[src/rtl/paddle_smoother_pkg.sv]
// paddle_smoother_pkg
//   Shared coordinate constants and types for the paddle position conditioner.
//   Holds the 8-bit coordinate width, the default playable-range bounds and
//   reset position, the fill/run state type and a clamp helper.
package paddle_smoother_pkg;

   localparam int COORD_W = 8;

   localparam logic [COORD_W-1:0] Y_MIN_DEF     = 8'd16;
   localparam logic [COORD_W-1:0] Y_MAX_DEF     = 8'd239;
   localparam logic [COORD_W-1:0] RESET_POS_DEF = 8'd128;

   typedef enum logic {
      ST_FILL = 1'b0,
      ST_RUN  = 1'b1
   } state_t;

   function automatic logic [COORD_W-1:0] clamp_coord(
      input logic [COORD_W-1:0] v,
      input logic [COORD_W-1:0] lo,
      input logic [COORD_W-1:0] hi
   );
      if (v < lo)      return lo;
      else if (v > hi) return hi;
      else             return v;
   endfunction

endpackage

[src/rtl/abs_diff8.sv]
// abs_diff8
//   Combinational absolute difference of two 8-bit coordinates.
//   Ports:
//     a, b  in   8  operands
//     d     out  8  |a - b|
module abs_diff8 (
   input  logic [7:0] a,
   input  logic [7:0] b,
   output logic [7:0] d
);

   always_comb begin
      if (a >= b) d = a - b;
      else        d = b - a;
   end

endmodule

[src/rtl/paddle_smoother.sv]
// paddle_smoother
//   Conditions raw dual-slope ADC paddle readings: outlier rejection with a
//   one-sample confirmation, moving average over 2^LOG2_DEPTH samples, clamp
//   to [Y_MIN, Y_MAX], and output hysteresis.
//   Ports:
//     clk           in   1  stage clock
//     reset         in   1  synchronous, active-high reset
//     sample        in   8  raw conversion result
//     sample_valid  in   1  strobe qualifying sample
//     pos           out  8  filtered paddle centre
//     pos_valid     out  1  pulse: pos re-evaluated (two edges after accept)
//     filling       out  1  high until the window holds DEPTH accepted samples
//
//   state   | meaning
//   --------+--------------------------------------------------------------
//   ST_FILL | window not yet full; every strobed sample is accepted
//   ST_RUN  | window full; samples pass the outlier test before acceptance
module paddle_smoother
   import paddle_smoother_pkg::*;
#(
   parameter int                 LOG2_DEPTH = 2,
   parameter logic [COORD_W-1:0] HYST       = 8'd2,
   parameter logic [COORD_W-1:0] JUMP_MAX   = 8'd48,
   parameter logic [COORD_W-1:0] Y_MIN      = Y_MIN_DEF,
   parameter logic [COORD_W-1:0] Y_MAX      = Y_MAX_DEF,
   parameter logic [COORD_W-1:0] RESET_POS  = RESET_POS_DEF
) (
   input  logic               clk,
   input  logic               reset,
   input  logic [COORD_W-1:0] sample,
   input  logic               sample_valid,
   output logic [COORD_W-1:0] pos,
   output logic               pos_valid,
   output logic               filling
);

   localparam int DEPTH = 1 << LOG2_DEPTH;
   localparam int SUM_W = COORD_W + LOG2_DEPTH;

   // stage 0 state
   state_t                  state_q;
   logic [LOG2_DEPTH-1:0]   fill_cnt_q;
   logic                    pending_q;
   logic [COORD_W-1:0]      pend_q;
   logic [COORD_W-1:0]      avg_q;

   // stage 1 inputs
   logic                    s1_valid;
   logic                    s1_emit;
   logic                    s1_first;
   logic [COORD_W-1:0]      s1_data;

   // window and running sum
   logic [COORD_W-1:0]      buf_q [DEPTH];
   logic [SUM_W-1:0]        sum_q;
   logic [LOG2_DEPTH-1:0]   wptr_q;

   // stage 2 inputs
   logic                    s2_emit;
   logic                    s2_first;

   logic [COORD_W-1:0]      d_avg;
   logic [COORD_W-1:0]      d_pend;
   logic [COORD_W-1:0]      d_hyst;
   logic [COORD_W-1:0]      avg;
   logic [COORD_W-1:0]      clamped;
   logic                    last_fill;
   logic                    near_avg;
   logic                    near_pend;
   logic                    accept;

   abs_diff8 u_diff_avg  (.a(sample),  .b(avg_q),  .d(d_avg));
   abs_diff8 u_diff_pend (.a(sample),  .b(pend_q), .d(d_pend));
   abs_diff8 u_diff_hyst (.a(clamped), .b(pos),    .d(d_hyst));

   assign avg     = sum_q[SUM_W-1:LOG2_DEPTH];
   assign clamped = clamp_coord(avg, Y_MIN, Y_MAX);

   assign last_fill = (state_q == ST_FILL) && (fill_cnt_q == LOG2_DEPTH'(DEPTH - 1));
   assign near_avg  = (d_avg  <= JUMP_MAX);
   assign near_pend = (d_pend <= JUMP_MAX);

   // A far sample is only believed if it agrees with the previously rejected one.
   always_comb begin
      accept = 1'b0;
      if (sample_valid) begin
         if (state_q == ST_FILL)        accept = 1'b1;
         else if (near_avg)             accept = 1'b1;
         else if (pending_q && near_pend) accept = 1'b1;
      end
   end

   // Stage 0: FSM, outlier decision and pending tracking.
   always_ff @(posedge clk) begin
      if (reset) begin
         state_q    <= ST_FILL;
         fill_cnt_q <= '0;
         filling    <= 1'b1;
         pending_q  <= 1'b0;
         pend_q     <= '0;
         s1_valid   <= 1'b0;
         s1_emit    <= 1'b0;
         s1_first   <= 1'b0;
         s1_data    <= '0;
      end else begin
         s1_valid <= accept;
         s1_emit  <= accept && ((state_q == ST_RUN) || last_fill);
         s1_first <= accept && last_fill;
         if (accept) s1_data <= sample;

         if (sample_valid) begin
            case (state_q)
               ST_FILL: begin
                  if (last_fill) begin
                     state_q <= ST_RUN;
                     filling <= 1'b0;
                  end else begin
                     fill_cnt_q <= fill_cnt_q + 1'b1;
                  end
               end
               ST_RUN: begin
                  if (near_avg || (pending_q && near_pend)) begin
                     pending_q <= 1'b0;
                  end else begin
                     pending_q <= 1'b1;
                     pend_q    <= sample;
                  end
               end
               default: state_q <= ST_FILL;
            endcase
         end
      end
   end

   // Stage 1: window write and running sum.
   always_ff @(posedge clk) begin
      if (reset) begin
         for (int i = 0; i < DEPTH; i++) buf_q[i] <= '0;
         sum_q    <= '0;
         wptr_q   <= '0;
         s2_emit  <= 1'b0;
         s2_first <= 1'b0;
      end else begin
         s2_emit  <= s1_valid && s1_emit;
         s2_first <= s1_valid && s1_first;
         if (s1_valid) begin
            sum_q         <= sum_q + SUM_W'(s1_data) - SUM_W'(buf_q[wptr_q]);
            buf_q[wptr_q] <= s1_data;
            wptr_q        <= wptr_q + 1'b1;
         end
      end
   end

   // Stage 2: average, clamp, hysteresis. The first output after fill loads
   // unconditionally so pos leaves RESET_POS even for a small move.
   always_ff @(posedge clk) begin
      if (reset) begin
         pos       <= RESET_POS;
         pos_valid <= 1'b0;
         avg_q     <= '0;
      end else begin
         pos_valid <= s2_emit;
         if (s2_emit) begin
            avg_q <= avg;
            if (s2_first || (d_hyst >= HYST)) pos <= clamped;
         end
      end
   end

endmodule

[config.mk]
export PLATFORM = sky130hd
export DESIGN_NAME = paddle_smoother
export DESIGN_NICKNAME = d
export VERILOG_FILES = /design/src/rtl/paddle_smoother_pkg.sv /design/src/rtl/abs_diff8.sv /design/src/rtl/paddle_smoother.sv
export SDC_FILE = /design/constraint.sdc
export NUM_CORES = 1
export LEC_CHECK = 0
export ABC_AREA = 1
export BUFFER_PORTS_ARGS = -buffer_cell sky130_fd_sc_hd__clkbuf_2
export CORE_AREA = 4 4 114 116
export DETAILED_ROUTE_END_ITERATION = 12
export DIE_AREA = 0 0 118 120
export GPL_ROUTABILITY_DRIVEN = 0
export PLACE_DENSITY = 0.75
export SETUP_SLACK_MARGIN = 0.5
export SLEW_MARGIN = 5
export SYNTH_ARGS = -nofsm -noshare
export SYNTH_HDL_FRONTEND = slang
export SYNTH_SLANG_ARGS = --single-unit
[constraint.sdc]
create_clock -name clk -period 7.8 [get_ports clk]
set_input_delay 0.39 -clock clk [delete_from_list [all_inputs] [get_ports clk]]
set_output_delay 0.39 -clock clk [all_outputs]
set_load 0.01 [all_outputs]
==> Word level (Yosys, flattened, before mapping) <==
Memory sizes are Yosys's and may differ from the RTL's. A register that Yosys moved wholly into a read port is not among the register bits.
Cells that the tools add are included.
{ "classes": {"add_sub_neg": 10, "n_lt_le_gt_ge": 8, "n_eq_ne": 1, "n_mux": 22, "bitwise": 3, "reduce_logical": 15} }
{ "ops": {"columns": ["operator", "count"], "rows": [
  ["2-to-1 mux 8 bit", 6],
  ["subtractor 8 bit", 6],
  ["greater-or-equal comparator 8 bit", 3],
  ["less-or-equal comparator 8 x 6 -> 1 bit, second input constant", 2],
  ["2-to-1 mux 1 bit", 13],
  ["adder 10 x 8 -> 10 bit", 1],
  ["subtractor 10 x 8 -> 10 bit", 1],
  ["AND reduction 3 bit", 3],
  ["greater-or-equal comparator 8 x 2 -> 1 bit, second input constant", 1],
  ["> comparator 8 bit, second input constant", 1],
  ["< comparator 8 x 5 -> 1 bit, second input constant", 1],
  ["OR reduction 8 bit", 1],
  ["logical AND 1 bit", 6],
  ["2-to-1 mux 2 bit", 3],
  ["adder 2 x 1 -> 2 bit, second input constant", 2],
  ["AND reduction 2 bit", 2],
  ["logical OR 1 bit", 3],
  ["NOT 1 bit", 3],
  ["== test 2 bit, second input constant", 1]
]} }
{ "totals": {"register_bits": 55, "ram_bits": 32, "input_bits": 11, "output_inout_bits": 10, "word_cells": 76, "n_memories": 1} }
{ "mem_list": {"columns": ["memory", "words", "word_bits", "rd", "rd_ports_with_merged_regs", "write_ports", "line_no", "source"], "rows": [
  ["buf_q", 4, 8, 1, 1, 4, "paddle_smoother.sv:54", "logic [COORD_W-1:0] buf_q [DEPTH];"]
]} }

==> Depth between registers and ports, before layout <==
Gate-level depths: netlist (run 1).
{ "depth": {"word_depth": 9, "ltp_mapped": 22, "depth_no_buf": 20} }

==> Hierarchy <==
From an unflattened synthesis (run 1), not the netlist that was laid out.
{ "hier_totals": {"hier_cells": 1024, "hier_area_um2": 7101.8} }
{ "by_module_without_submodules": {"columns": ["mod", "instances", "cells_each", "area_each_um2", "seq_area_each_um2"], "rows": [
  ["paddle_smoother", 1, 532, 4265.3, 2102.0],
  ["abs_diff8 at u_diff_avg ...", 2, 164, 959.7, 0.0],
  ["abs_diff8 at u_diff_hyst", 1, 164, 917.1, 0.0]
]} }

==> Worst setup path after synthesis (run 1) <==
Ideal clock, no wire load.
{ "synth_timing": {"path_type": "reg-to-reg", "startpoint": "register (tool-made name)", "endpoint": "register sum_q[8]", "setup_ns": 0.128, "t_arrival_ns": 2.648, "required_ns": 7.672, "setup_slack_ns": 5.025, "path_stages_with_launch": 17, "n_path_buf": 1, "period_less_slack_ns": 2.775, "cell_sequence": "dfxtp_1 inv_1 clkbuf_1 nor2_1 o22ai_1 fa_1 fa_1 inv_1 nand3_1 nand2_1 nand2_1 nand2_1 a21oi_1 nor2_1 o21ai_0 a21oi_1 o22ai_1"} }
{ "synth_rtl": {"columns": ["element", "line_no", "source"], "rows": [
  ["end signal: assignment", "paddle_smoother.sv:147", "sum_q <= sum_q + SUM_W'(s1_data) - SUM_W'(buf_q[wptr_q]);"],
  ["end: declaration", "paddle_smoother.sv:55", "logic [SUM_W-1:0] sum_q;"]
]} }

==> results of run 1 <==
[cells by family (layout without fill, tap and decap cells)]
logic type               after synthesis  in the layout  share of synthesized area
buffers and inverters                191            209                      0.119
flip-flops                            89             89                      0.325
XOR/XNOR                               2              2                    0.00271
AND/OR/NAND/NOR                      479            479                      0.304
adder cells (fa/ha/maj)               68             68                      0.143
AO/OA/AOI/OAI                        126            126                      0.106
[synthesized netlist by cell type]
cell	instances	area, um^2
buf_2	2	10.0
o211ai_1	4	30.0
o21a_1	2	15.0
a21oi_1	56	280
o21bai_1	4	30.0
nand3_1	73	365
o22ai_1	14	87.6
buf_6	3	33.8
o21ai_0	42	210
dfxtp_1	57	1140
inv_1	170	638
edfxtp_1	32	961
nor2_2	2	12.5
fa_1	10	200
xor2_1	2	17.5
o31a_1	1	8.76
nand3b_1	1	7.51
nand3_2	3	30.0
a21oi_2	2	17.5
nand2_1	256	961
nor3_1	2	10.0
clkbuf_8	1	13.8
ha_1	58	726
or2_1	1	6.26
buf_4	4	30.0
clkbuf_1	11	41.3
o31ai_1	1	7.51
nor2_1	124	465
nand4_1	14	87.6
nand2_2	2	12.5
nor3_2	1	10.0
[critical path, cell delays in order (launching register included)]
cell and delay, ns:
dfxtp_1 0.61, inv_1 0.32, o21ai_0 0.24, o22ai_1 0.11, fa_1 0.48, inv_1 0.04
ha_1 0.34, a21oi_1 0.14, nand2_1 0.07, inv_1 0.07, nor2_1 0.04, nor2_1 0.11
o21ai_0 0.11, nand2_1 0.11, nand2_1 0.06, a21oi_1 0.12, nand2_1 0.06, nand3_1 0.07
nand2_1 0.04
[report_power, final]
group	total (mW)	switching [mW]	internal [mW]
registers	0.519	0.0149	0.504
clock network	0.476	0.190	0.286
logic	0.460	0.299	0.162
[area by class of cell]
| class | count | share of cell area |
|---|---|---|
| Multi-Input combinational cell | 675 | 0.516 |
| Sequential cell | 89 | 0.301 |
| Inverter | 170 | 0.0915 |
| Clock buffer | 10 | 0.0328 |
| Tap cell | 147 | 0.0264 |
| Timing Repair Buffer | 23 | 0.0176 |
| Clock inverter | 6 | 0.0142 |
[state kept, by name, indices dropped and copies added, names as in the netlist, named ones only]
signal      count
avg_q           8
buf_q          32
fill_cnt_q      2
filling         1
pend_q          8
pending_q       1
pos             8
pos_valid       1
s1_data         8
s1_emit         1
s1_first        1
s1_valid        1
s2_emit         1
s2_first        1
state_q         1
sum_q          10
wptr_q          2
[routing by layer]
metal  share of wire  GRT usage  up-vias
li1                -          -     3043
met3           0.049     0.0476       14
met1            0.49      0.289     2585
met4           0.011     0.0498        0
met5               0          0        -
met2            0.45      0.344      117
[path summary, 6_finish.rpt]
path | end | slack, ns | cells after the start
min reg2reg | s2_emit | 0.43 | 2
min | pend_q[1] | 0.34 | 3
max | sum_q[9] | 4.53 | 18
max reg2reg | sum_q[9] | 4.53 | 18
[through the flow]
step	instances	util	setup slack [ns]	instance area (um^2)
floorplan	955	-	5.02	6470
global placement	1104	0.558	4.67	6650
detailed placement	1104	0.558	4.60	6650
CTS	1120	0.585	4.56	6970
global route	1120	0.585	4.04	6970
finish	1120	0.585	4.53	6970
==> out/metrics.cfg, run 1 <==
[detailed_routing]
vias_per_cell = 5.14
firstDrtPassIters = 5
wl_per_cell_um = 12.9
postRouteAntennaNets = 0
wirelength_um = 14500
first_iter_violations = 400
num_vias = 5759
drc_errors = 0

[flow_run]
maxCapViolations = 0

[cts]
cts_root_buf = clkbuf_16
h-tree-depth = 3
clk_latency_ns = 0.35
cts_resized = 0
cts_max_path_buffers = 2
clk_pin_slew_ns = 0.07
cts_buffers = 9
hold_buffers = 0
post_cts_buffers = 0
cts_num_sinks = 89
cts_tree = yes

[pwr]
ir_drop_uv = 175
p_leak_nw = 3.57
power.total_mw = 1.46
p_per_area_nw_per_um2 = 209

[min_path]
min_from = sample[1]
hold_path.class = in2reg

[synthesis]
synth_area_per_cell_um2 = 6.77
yosysUniqueCellTypes = 31
syn_area_um2 = 6470
seq_area_frac_synth = 0.325
synth_nets = 1034
yosys_warnings = 0
yosys_register_bits = 89
synthCells = 955

[global_routing]
grt_max_degree = 35
antenna_found_initial = 0
grt_pass1_wl_um = 24400
first_global_vias = 5169
grt_overflow_total = 0
track_usage = 0.212

[sta]
setup_violations = 0
finClkSkew_ns = 0.0122
fin_hold_ws_ns = 0.340
slew_headroom = 0.296
grt_setup_unrepaired = no
tightest_slew_ns = 1.05
period_share = 0.419
max_freq_mhz = 306
period_needed_ns = 3.27
tns_ns = 0
final_hold_viol_count = 0
slew_violations = 0

[floorplan]
die_w_um = 118
ios = 21
die_area_um2 = 14200
row_count = 40
start_util = 0.543
die_height_um = 120
core_area_um2 = 11900

[final_layout]
layout-drive-gt1-share = 0.0493
n_fill_cell = 1106
area_growth_pct = 7.82
ff_latch_area_um2 = 2100
nNetsFinal = 1047
final_common_cell = nand2_1
n_antenna_cell = 0
layout_common_cells = nand2_1, inv_1, nor2_1, nand3_1, ha_1
multi_input_area_um2 = 3600

[placed_design]
io_buffers = 20
dpl.hpwl_um = 11200

[worst_setup_path]
endpoint_kind = flip-flop
critPathRequiredTime_ns = 8.04
start_kind = flip-flop
critPathKind = reg2reg
arrival_ns = 3.51
worstPathMaxFanout = 17

[status]
status = finished, final reports clean

(Power assumes the default switching activity.)
==> run 2: changes to the inputs <==
--- a/config.mk
+++ b/config.mk
@@ -11,7 +11,7 @@
 export DETAILED_ROUTE_END_ITERATION = 12
 export DIE_AREA = 0 0 118 120
 export GPL_ROUTABILITY_DRIVEN = 0
-export PLACE_DENSITY = 0.75
+export PLACE_DENSITY = 0.77
 export SETUP_SLACK_MARGIN = 0.5
 export SLEW_MARGIN = 5
 export SYNTH_ARGS = -nofsm -noshare
==> constraint.sdc (replaced) <==
create_clock -name clk -period 2.7 [get_ports clk]
set_input_delay 0.135 -clock clk [delete_from_list [all_inputs] [get_ports clk]]
set_output_delay 0.135 -clock clk [all_outputs]
set_load 0.01 [all_outputs]
==> run 2 against run 1 <==
Compared with the run above: the run now ends with setup timing left; clock power rose to 2.7 times the previous value; sequential cell count is the same; utilization grew 10 points; clock skew down 0.0031 ns; setup slack lost 4.6 ns; wire length is 25% higher; first-iteration DRC count is 28% higher; maximum frequency rose by 18%; combinational power grew to 4.2 times the previous value; critical endpoint is now pos[3]; largest cell class unchanged.
==> out/metrics.cfg, run 2 (synthesized netlist as in run 1, its figures left out) <==
[sta]
final_hold_viol_count = 0  ; unchanged
grt_setup_unrepaired = yes  ; was no
tightest_slew_ns = 0.462  ; was 1.05 ns
period_share = 1.02  ; was 0.419
slew_headroom = 0.692  ; was 0.296
fin_hold_ws_ns = 0.104  ; was 0.340 ns
setup_violations = 8  ; was 0
slew_violations = 0  ; unchanged
setup_ws_ns = -0.0610  ; was 4.53 ns
period_needed_ns = 2.76  ; was 3.27 ns
finClkSkew_ns = 0.00911  ; was 0.0122 ns
max_freq_mhz = 362  ; was 306 MHz

[cts]
cts_root_buf = clkbuf_16  ; unchanged
hold_buffers = 0  ; unchanged
clk_pin_slew_ns = 0.07  ; about the same
cts_max_path_buffers = 2  ; unchanged
cts_num_sinks = 89  ; unchanged
h-tree-depth = 3  ; unchanged
cts_tree = yes  ; unchanged
cts_buffers = 9  ; unchanged
clk_latency_ns = 0.35  ; about the same

[floorplan]
row_count = 40  ; unchanged
die_area_um2 = 14200  ; unchanged
start_util = 0.543  ; unchanged
ios = 21  ; unchanged
die_w_um = 118  ; unchanged
core_area_um2 = 11900  ; unchanged
die_height_um = 120  ; unchanged

[placed_design]
io_buffers = 20  ; unchanged
dpl.hpwl_um = 12200  ; was 11200 um
pre_cts_ws_ns = -0.0460  ; was 4.60 ns

[worst_setup_path]
endpoint_kind = flip-flop  ; unchanged
critPathRequiredTime_ns = 2.94  ; was 8.04 ns
critPathKind = reg2reg  ; unchanged
worstPathMaxFanout = 7  ; was 17
start_kind = flip-flop  ; unchanged
arrival_ns = 3.00  ; was 3.51 ns

[final_layout]
largest-register = buf_q  ; unchanged
layout-drive-gt1-share = 0.250  ; was 0.0493
final_common_cell = nand2_1  ; unchanged
largest_register_ffs = 32  ; unchanged
top_regs = buf_q (32), sum_q (10)  ; unchanged
n_antenna_cell = 0  ; unchanged
nNetsFinal = 1095  ; was 1047
layout_common_cells = nand2_1, inv_1, nor2_1, nand3_1, buf_4  ; was nand2_1, inv_1, nor2_1, nand3_1, ha_1
area_growth_pct = 26.4  ; was 7.82%

[global_routing]
grt_overflow_total = 0  ; unchanged
track_usage = 0.229  ; was 0.212
grt_pass1_wl_um = 26500  ; was 24400 um
grt_max_degree = 35  ; unchanged
antenna_found_initial = 0  ; unchanged
first_global_vias = 5633  ; was 5169

[detailed_routing]
wirelength_um = 18000  ; was 14500 um
first_iter_violations = 513  ; was 400
vias_per_cell = 5.53  ; was 5.14
num_vias = 6454  ; was 5759
drc_errors = 0  ; unchanged
firstDrtPassIters = 5  ; unchanged
postRouteAntennaNets = 0  ; unchanged
wl_per_cell_um = 15.5  ; was 12.9 um

[pwr]
ir_drop_uv = 291  ; was 175 uV
p_leak_nw = 3.84  ; was 3.57 nW
p_per_area_nw_per_um2 = 582  ; was 209 nW/um^2

[flow_run]
maxCapViolations = 0  ; unchanged

[status]
status = finished, violations left  ; was finished, final reports clean
violations = setup timing

[min_path]
hold_path.class = in2reg  ; unchanged

-- run 2: final timing paths --
kind / startpoint / depth (start not counted) / slack, ns / end
setup / recovery: sum_q[9] / 16 / -0.06 / pos[3]
hold / removal: sample[4] / 3 / 0.10 / pend_q[4]
setup reg to reg: sum_q[9] / 16 / -0.06 / pos[3]
hold reg to reg: s1_emit / 2 / 0.43 / s2_emit
-- run 2: power by group --
part | total, mW | internal [mW] | switching, mW
Combinational | 1.95 | 0.781 | 1.17
Clock | 1.29 | 0.729 | 0.559
Sequential | 1.52 | 1.46 | 0.0616
Total | 4.76 | 2.97 | 1.79
-- run 2: layout make-up --
class | instances | area, um^2
clock buffers | 9 | 225
clock inverters | 7 | 77.6
fillers | 912 | 3730
inverters | 170 | 656
multi-input cells | 679 | 4420
flip-flops and latches | 89 | 2130
well taps | 147 | 184
repair buffers | 67 | 480
-- run 2: routing by layer --
| metal | track usage | wire [um] |
|---|---|---|
| met4 | 0.0777 | 670 |
| met2 | 0.385 | 8760 |
| met1 | 0.297 | 7370 |
| met5 | 0 | 0 |
| met3 | 0.0410 | 1240 |
-- run 2: what timing repair did --
| action | CTS | global route |
|---|---|---|
| setup endpoints to repair | 34 | 50 |
| pin swaps | 11 | 41 |
| hold endpoints to repair | 0 | 0 |
| resized for setup | 50 | 140 |
| setup buffers | 9 | 13 |
| gates cloned | 1 | 4 |
-- run 2: critical path, stage by stage (launching register included) --
cell	delay, ns
dfxtp_4	0.36
ha_4	0.17
nand3_4	0.11
inv_8	0.06
o21ai_0	0.17
inv_1	0.10
ha_1	0.36
inv_1	0.11
nor3_2	0.27
nand4_1	0.18
nand3_1	0.17
inv_1	0.06
nand2_2	0.08
nand3_4	0.10
buf_6	0.15
a21oi_2	0.14
nor2_1	0.05
-- run 2: through the flow --
| stage | power (mW) | setup TNS (ns) | instances | utilization | instance area [um^2] |
|---|---|---|---|---|---|
| after detailed placement | 3.00 | -0.260 | 1125 | 0.578 | 6880 |
| final | 4.76 | -0.310 | 1168 | 0.686 | 8180 |
| after floorplan | 2.64 | 0 | 955 | - | 6560 |
| after global routing | 5.01 | -2.26 | 1168 | 0.686 | 8180 |
| after global placement | 2.98 | -0.0258 | 1125 | 0.578 | 6880 |
| after CTS | 4.43 | 0 | 1151 | 0.626 | 7460 |
